<file path="src/rtl/ahb_master_pkg.sv">
// rtl/ahb_master_pkg.sv - shared AHB-lite master transfer types and constants
package ahb_master_pkg;

   typedef enum logic [1:0] {
      TR_IDLE   = 2'b00,
      TR_BUSY   = 2'b01,
      TR_NONSEQ = 2'b10,
      TR_SEQ    = 2'b11
   } htrans_t;

   localparam logic [1:0] HRESP_OKAY  = 2'b00;
   localparam logic [1:0] HRESP_ERROR = 2'b01;
   localparam logic [2:0] HSIZE_WORD  = 3'b010;

   typedef enum logic [1:0] {
      S_IDLE,
      S_ADDR,
      S_DATA,
      S_RESP
   } mstate_t;

endpackage

</file>
<file path="src/rtl/ahb_wait_timer.sv">
// rtl/ahb_wait_timer.sv - saturating data-phase wait-state counter with expiry pulse
module ahb_wait_timer #(
   parameter int LIMIT = 16
) (
   input  logic clk,
   input  logic rst,
   input  logic en,
   input  logic tick,
   output logic expired
);
   localparam int CW = $clog2(LIMIT + 1);

   logic [CW-1:0] cnt;

   always_ff @(posedge clk or posedge rst) begin
      if (rst) begin
         cnt <= '0;
      end else if (!en) begin
         cnt <= '0;
      end else if (tick && cnt != CW'(LIMIT)) begin
         cnt <= cnt + 1'b1;
      end
   end

   // Fires on the wait cycle whose edge brings the count to LIMIT.
   assign expired = en && tick && (cnt == CW'(LIMIT - 1));

endmodule

</file>
<file path="src/rtl/ahb_lite_master_cmd.sv">
// rtl/ahb_lite_master_cmd.sv - command stream to single-word AHB-lite master; AHB_MASTER_TIMEOUT_EN adds a wait limit
module ahb_lite_master_cmd
   import ahb_master_pkg::*;
#(
   parameter int ADDR_W         = 32,
   parameter int DATA_W         = 32,
   parameter int TIMEOUT_CYCLES = 16
) (
   input  logic              HCLK,
   input  logic              HRESET,
   input  logic              cmd_valid,
   output logic              cmd_ready,
   input  logic              cmd_write,
   input  logic [ADDR_W-1:0] cmd_addr,
   input  logic [DATA_W-1:0] cmd_wdata,
   output logic              rsp_valid,
   input  logic              rsp_ready,
   output logic [DATA_W-1:0] rsp_rdata,
   output logic              rsp_err,
   output logic [ADDR_W-1:0] HADDR,
   output logic [1:0]        HTRANS,
   output logic              HWRITE,
   output logic [2:0]        HSIZE,
   output logic [DATA_W-1:0] HWDATA,
   output logic              HSEL,
   input  logic [DATA_W-1:0] HRDATA,
   input  logic              HREADY,
   input  logic [1:0]        HRESP,
   output logic              busy
);
   mstate_t           state;
   logic [DATA_W-1:0] wdata_q;
   logic              timeout_hit;

   assign cmd_ready = (state == S_IDLE);
   assign busy      = (state != S_IDLE);
   assign HSIZE     = HSIZE_WORD;

`ifdef AHB_MASTER_TIMEOUT_EN
   ahb_wait_timer #(
      .LIMIT(TIMEOUT_CYCLES)
   ) u_wait_timer (
      .clk    (HCLK),
      .rst    (HRESET),
      .en     (state == S_DATA),
      .tick   (!HREADY),
      .expired(timeout_hit)
   );
`else
   logic unused_timeout_cfg;
   assign unused_timeout_cfg = ^TIMEOUT_CYCLES;
   assign timeout_hit        = 1'b0;
`endif

   always_ff @(posedge HCLK or posedge HRESET) begin
      if (HRESET) begin
         state     <= S_IDLE;
         HTRANS    <= TR_IDLE;
         HSEL      <= 1'b0;
         HADDR     <= '0;
         HWRITE    <= 1'b0;
         HWDATA    <= '0;
         wdata_q   <= '0;
         rsp_valid <= 1'b0;
         rsp_rdata <= '0;
         rsp_err   <= 1'b0;
      end else begin
         case (state)
            S_IDLE: begin
               if (cmd_valid) begin
                  // Misaligned words never reach the bus.
                  if (cmd_addr[1:0] != 2'b00) begin
                     rsp_err   <= 1'b1;
                     rsp_rdata <= '0;
                     rsp_valid <= 1'b1;
                     state     <= S_RESP;
                  end else begin
                     HTRANS  <= TR_NONSEQ;
                     HSEL    <= 1'b1;
                     HADDR   <= cmd_addr;
                     HWRITE  <= cmd_write;
                     wdata_q <= cmd_wdata;
                     state   <= S_ADDR;
                  end
               end
            end
            S_ADDR: begin
               if (HREADY) begin
                  HTRANS <= TR_IDLE;
                  HSEL   <= 1'b0;
                  HWDATA <= HWRITE ? wdata_q : '0;
                  state  <= S_DATA;
               end
            end
            S_DATA: begin
               // The first ERROR cycle arrives with HREADY low and is skipped.
               if (HREADY) begin
                  rsp_err   <= HRESP[0];
                  rsp_rdata <= (!HWRITE && HRESP == HRESP_OKAY) ? HRDATA : '0;
                  rsp_valid <= 1'b1;
                  state     <= S_RESP;
               end else if (timeout_hit) begin
                  rsp_err   <= 1'b1;
                  rsp_rdata <= '0;
                  rsp_valid <= 1'b1;
                  state     <= S_RESP;
               end
            end
            S_RESP: begin
               if (rsp_ready) begin
                  rsp_valid <= 1'b0;
                  state     <= S_IDLE;
               end
            end
            default: state <= S_IDLE;
         endcase
      end
   end

endmodule
</file>
<file path="config.mk">
export PLATFORM = sky130hd
export DESIGN_NAME = ahb_lite_master_cmd
export DESIGN_NICKNAME = d
export VERILOG_FILES = /design/src/rtl/ahb_master_pkg.sv /design/src/rtl/ahb_wait_timer.sv /design/src/rtl/ahb_lite_master_cmd.sv
export SDC_FILE = /design/constraint.sdc
export NUM_CORES = 1
export LEC_CHECK = 0
export CAP_MARGIN = 0
export CORE_ASPECT_RATIO = 0.75
export CORE_MARGIN = 3
export CORE_UTILIZATION = 40
export CTS_BUF_LIST = sky130_fd_sc_hd__clkbuf_16
export CTS_CLUSTER_DIAMETER = 60
export DETAILED_ROUTE_END_ITERATION = 7
export PLACE_DENSITY = 0.77
export SLEW_MARGIN = 10
export SYNTH_ARGS = -nofsm -noshare
export SYNTH_HDL_FRONTEND = slang
export SYNTH_HIERARCHICAL = 1
export SYNTH_SLANG_ARGS = --single-unit
</file>
<file path="constraint.sdc">
create_clock -name HCLK -period 4.32 [get_ports HCLK]
set_input_delay 0.864 -clock HCLK [delete_from_list [all_inputs] [get_ports HCLK]]
set_output_delay 0.864 -clock HCLK [all_outputs]
set_load 0.05 [all_outputs]
</file>
## Word-level counts from Yosys, hierarchy flattened

Index checks and enable logic that the tools add are counted.

- Equality and inequality tests: 9
- Muxes and demuxes: 27
- Bitwise operators: 1
- Reduce and logical (&&, ||, !) cells: 15

Operators with widths:

| kind | count |
|---|---|
| $mux 32 | 5 |
| $pmux 32 s2 | 1 |
| $mux 2 | 8 |
| $reduce_and 4->1 | 3 |
| $ne 2x2->1 const B | 5 |
| $mux 1 | 8 |
| $pmux 2 s4 | 1 |
| $reduce_bool 2->1 | 4 |
| $reduce_and 5->1 | 1 |
| $eq 2x2->1 const B | 2 |
| $logic_not 2->1 | 2 |
| $pmux 1 s2 | 2 |
| $pmux 2 s2 | 1 |
| $pmux 1 s3 | 1 |
| $reduce_and 3->1 | 1 |
| $reduce_bool 3->1 | 1 |
| $eq 2x1->1 const B | 1 |
| $ne 2x1->1 const B | 1 |
| $reduce_and 2->1 | 1 |
| $logic_and 1x1->1 | 1 |
| $logic_not 1->1 | 1 |
| $not 1->1 | 1 |

- Register bits after elaboration: 136
- Input bits: 104
- Output and inout bits: 107
- Logic and storage cells: 62

## Longest topological paths before layout

- Word-level depth: 5
- Mapped depth: 8

## Worst setup path after synthesis

No wires, ideal clock.

- Path type: register to register
- Start: reg state[0]
- End: reg HADDR[10]
- Library setup time: 125 ps
- Arrival time: 2019 ps
- Required time: 4195 ps
- Setup slack: 2176 ps
- Cell stages (with the launch flop): 8
- Path buffers: 2
- Period minus slack after synthesis: 2144 ps
- Cell sequence: dfrtp_1 inv_1 ha_1 nand2_1 nor3_2 buf_4 buf_6 mux2_2

- Word-level cells in the longest chain between the ends: 2

RTL lines:

| item | line | text |
|---|---|---|
| from (decl) | ahb_lite_master_cmd.sv:31 | `mstate_t state;` |
| from (signal assigned) | ahb_lite_master_cmd.sv:57 | `state <= S_IDLE;` |
| from (signal assigned) | ahb_lite_master_cmd.sv:76 | `state <= S_RESP;` |
| from (signal assigned) | ahb_lite_master_cmd.sv:83 | `state <= S_ADDR;` |
| $logic_not 2->1 | -- |  |
| via cmd_ready | ahb_lite_master_cmd.sv:12 | `output logic cmd_ready,` |
| $reduce_and 3->1 (no line) | -- |  |
| to (signal assigned) | ahb_lite_master_cmd.sv:80 | `HADDR <= cmd_addr;` |
| to (decl) | ahb_lite_master_cmd.sv:20 | `output logic [ADDR_W-1:0] HADDR,` |

The timed path passes the listed nets, and every way through them passes these cells.
A chain may end at the register's enable or synchronous reset.

## Worst setup path after layout

- Start: reg state[1]
- End: out cmd_ready

- Word-level cells in the longest chain between the ends: 1

RTL lines:

| item | line | text |
|---|---|---|
| $logic_not 2->1 | ahb_lite_master_cmd.sv:35 | `assign cmd_ready = (state == S_IDLE);` |
| to (decl) | ahb_lite_master_cmd.sv:12 |  |

No other way between the ends.

==> results.sh <==
export IMPL_status="completed"
export IMPL_utilization_pct=62.3
export IMPL_p_leak_nw=3.48
export IMPL_insertedDiodeCount=0
export IMPL_port_buffer_count=206
export IMPL_required_ns=3.46
export IMPL_r2r_start="state[1]"
export IMPL_vias_per_cell=4.77
export IMPL_synthesis_area_um2=5440
export IMPL_synth_sequential_area_ratio_pct=61.7
export IMPL_power_density_nw_per_um2=830
export IMPL_synthCells=462
export IMPL_start_util_pct=41.3
export IMPL_fillCellCount=1012
export IMPL_grt_pass1_vias=4152
export IMPL_reg2reg_slack_ns=2.09
export IMPL_max_slew_margin_pct=31.0
export IMPL_drt_iter0_drc=163
export IMPL_top_level_ports=211
export IMPL_fin_ws_ns=1.30
export IMPL_hold_buffers=0
export IMPL_antenna_found_initial=0
export IMPL_gp_congestion=0.868
export IMPL_final_nets=773
export IMPL_clockBufferDepth=2
export IMPL_rows=36
export IMPL_cts_resized=0
export IMPL_crit_buf_inv=2
export IMPL_rsz0062_at_grt="false"
export IMPL_routed_wl_um=13100
export IMPL_die_area_um2=15000
export IMPL_final_cells=847
export IMPL_crit_path_start_kind="flip-flop"
export IMPL_clock_sinks=134
export IMPL_finalCritPeriodShare_pct=69.9
export IMPL_drc=0
export IMPL_vias=4040
export IMPL_track_usage_pct=17.9
export IMPL_fin_setup_tns_ns=0
export IMPL_wl_per_cell_um=15.5
export IMPL_die_h_um=107
export IMPL_worstMarginPinSlew_ns=1.03
export IMPL_grt_overflow=0
export IMPL_firstDrtPassIters=4
export IMPL_cts_buffers=17
export IMPL_end_kind="primary output"
export IMPL_syn_avg_cell_area_um2=11.8
export IMPL_htreeDepth=4
export IMPL_yosysWarningCount=6
export IMPL_arrival_ns=2.15
export IMPL_grt_pass1_wl_um=21300
export IMPL_fmax_ghz=0.331
export IMPL_r2r_end="HADDR[13]"
export IMPL_root_buffer="clkbuf_16"
export IMPL_dpl_cell_count=815
export IMPL_dp_slack_ns=1.61
export IMPL_cp_slowest_cell="clkdlybuf4s50_1"
export IMPL_area_delta_synth_final_pct=50.8
export IMPL_maxSlewViolCount=0
export IMPL_grt_max_degree=67
export IMPL_crit_chain="inv_1 > ha_1 > clkdlybuf4s50_1"
export IMPL_path_max_fanout=8
export IMPL_min_to="HWDATA[22]"
export IMPL_whs_path_depth=2
export IMPL_power_mw=6.80
export IMPL_postRouteAntennaNets=0
export IMPL_max_stage_delay_ns=0.87
export IMPL_peakVddDrop_uv=488
export IMPL_cts_tree="done"
export IMPL_finalHoldViolCount=0
export IMPL_clk_latency_ns=0.41
export IMPL_holdCritPathClass="flip-flop to flip-flop"
export IMPL_finalSetupViolations=0
export IMPL_ff2ff_path_depth=6
export IMPL_holdCritStartpoint="HWDATA[22]"
export IMPL_synth_seq_cells=134
export IMPL_yosysUniqueCellTypes=26
export IMPL_core_area_um2=13200
export IMPL_hpwl_um=9190
export IMPL_dieWidth_um=141
export IMPL_drv_cap=0
export IMPL_path_clk_slew_ns=0.05
export IMPL_post_cts_setup_buffers=0
export IMPL_clock_skew_ns=0.00737
export IMPL_path_class="flip-flop to primary output"
export IMPL_crit_family="buffers and inverters"
export IMPL_fin_crit_ns=3.02
export IMPL_drive_gt1_share_pct=15.7
-- power by group --
group	internal [mW]	switching [mW]	total, mW
Combinational	1.13	2.11	3.24
Sequential	1.79	0.300	2.09
Clock	0.957	0.518	1.47
Total	3.88	2.92	6.80
-- flip-flops by register name, summed over array words and instances, names as in the netlist --
signal	count
HWRITE	1
HWDATA	32
HADDR	32
wdata_q	32
rsp_valid	1
HTRANS	1
rsp_rdata	32
rsp_err	1
state	2
-- Yosys cell counts --
library cell	instances	area, µm²
buf_4	6	45.0
nor2b_1	3	18.8
inv_1	39	146
buf_2	4	20.0
a21oi_1	1	5.00
o31ai_1	1	7.51
nand2_1	67	251
nor3_2	2	20.0
nor2_1	2	7.51
o21ai_0	59	295
conb_1	2	7.51
mux2_2	63	709
mux2i_1	3	30.0
nand3_1	33	165
nand2b_1	1	6.26
a221o_1	1	10.0
o41ai_1	1	8.76
o21ai_1	7	35.0
ha_1	6	75.1
dfrtp_1	134	3350
o21bai_1	1	7.51
nor4b_4	1	23.8
nor3b_4	1	18.8
buf_6	10	113
a31oi_1	2	12.5
clkbuf_1	12	45.0
-- stage by stage --
| stage | hold WS (ns) | area [µm²] |
|---|---|---|
| global route | 0.508 | 8200 |
| global placement | 0.462 | 7590 |
| floorplan | 0.480 | 5450 |
| finish | 0.472 | 8200 |
| detailed placement | 0.469 | 7590 |
| CTS | 0.482 | 8200 |
-- worst max-delay path by stage --
stage | start | end | slack (ns) | depth (start not counted)
2_1_floorplan | HRESET | HADDR[0] | 1.79 | 1
3_3_place_gp | cmd_valid | HADDR[13] | 1.65 | 5
3_5_place_dp | cmd_valid | HADDR[9] | 1.61 | 5
4_1_cts | state[1] | cmd_ready | 1.27 | 3
5_1_grt | state[1] | cmd_ready | 1.18 | 3
6_report | state[1] | cmd_ready | 1.30 | 3
-- worst min-delay path: stages, from the launching register on --
cell	delay, ns
dfrtp_1	0.34
nand2_1	0.04
o21ai_0	0.06
-- routing by layer --
layer  share of wire [%]  GRT usage, %  vias up
met5                   0             0        -
met4                 1.2          6.43        0
met3                 8.5          6.02       19
met2                  47          28.0      174
met1                  44          23.4     1919
li1                    -             -     1928
-- kinds of logic after synthesis --
kind of cell / Yosys count / share of synthesized area (%)
adders and majority gates: 6 / 1.38
DFF: 134 / 61.7
buffers and inverters: 71 / 6.79
other: 2 / 0.138
AOI/OAI and AO/OA: 73 / 7.02
muxes: 66 / 13.6
and+or+nand+nor: 110 / 9.41
-- placed cells by master, fill, tap and decap left out, drive strengths merged, types with 3 or more instances in the layout --
cell | netlist | final
clkdlybuf4s50 | 0 | 206
dfrtp | 134 | 134
nand2 | 67 | 67
o21ai | 66 | 66
mux2 | 63 | 63
inv | 39 | 38
nand3 | 33 | 33
clkbuf | 12 | 17
clkinv | 0 | 9
ha | 6 | 6
buf | 20 | 6
conb | 2 | 4
bufinv | 0 | 4
nor2b | 3 | 3
mux2i | 3 | 3
clkinvlp | 0 | 3
-- cell type report --
cell class              count  area [µm²]  area share [%]
well taps                 171         214            2.61
flip-flops and latches    134        3350            40.9
inverters                  39         150            1.83
clock inverters            15         186            2.27
clock buffers              17         425            5.19
multi-input cells         259        1740            21.2
repair buffers            212        2130            26.0
(Power assumes the default switching activity.)
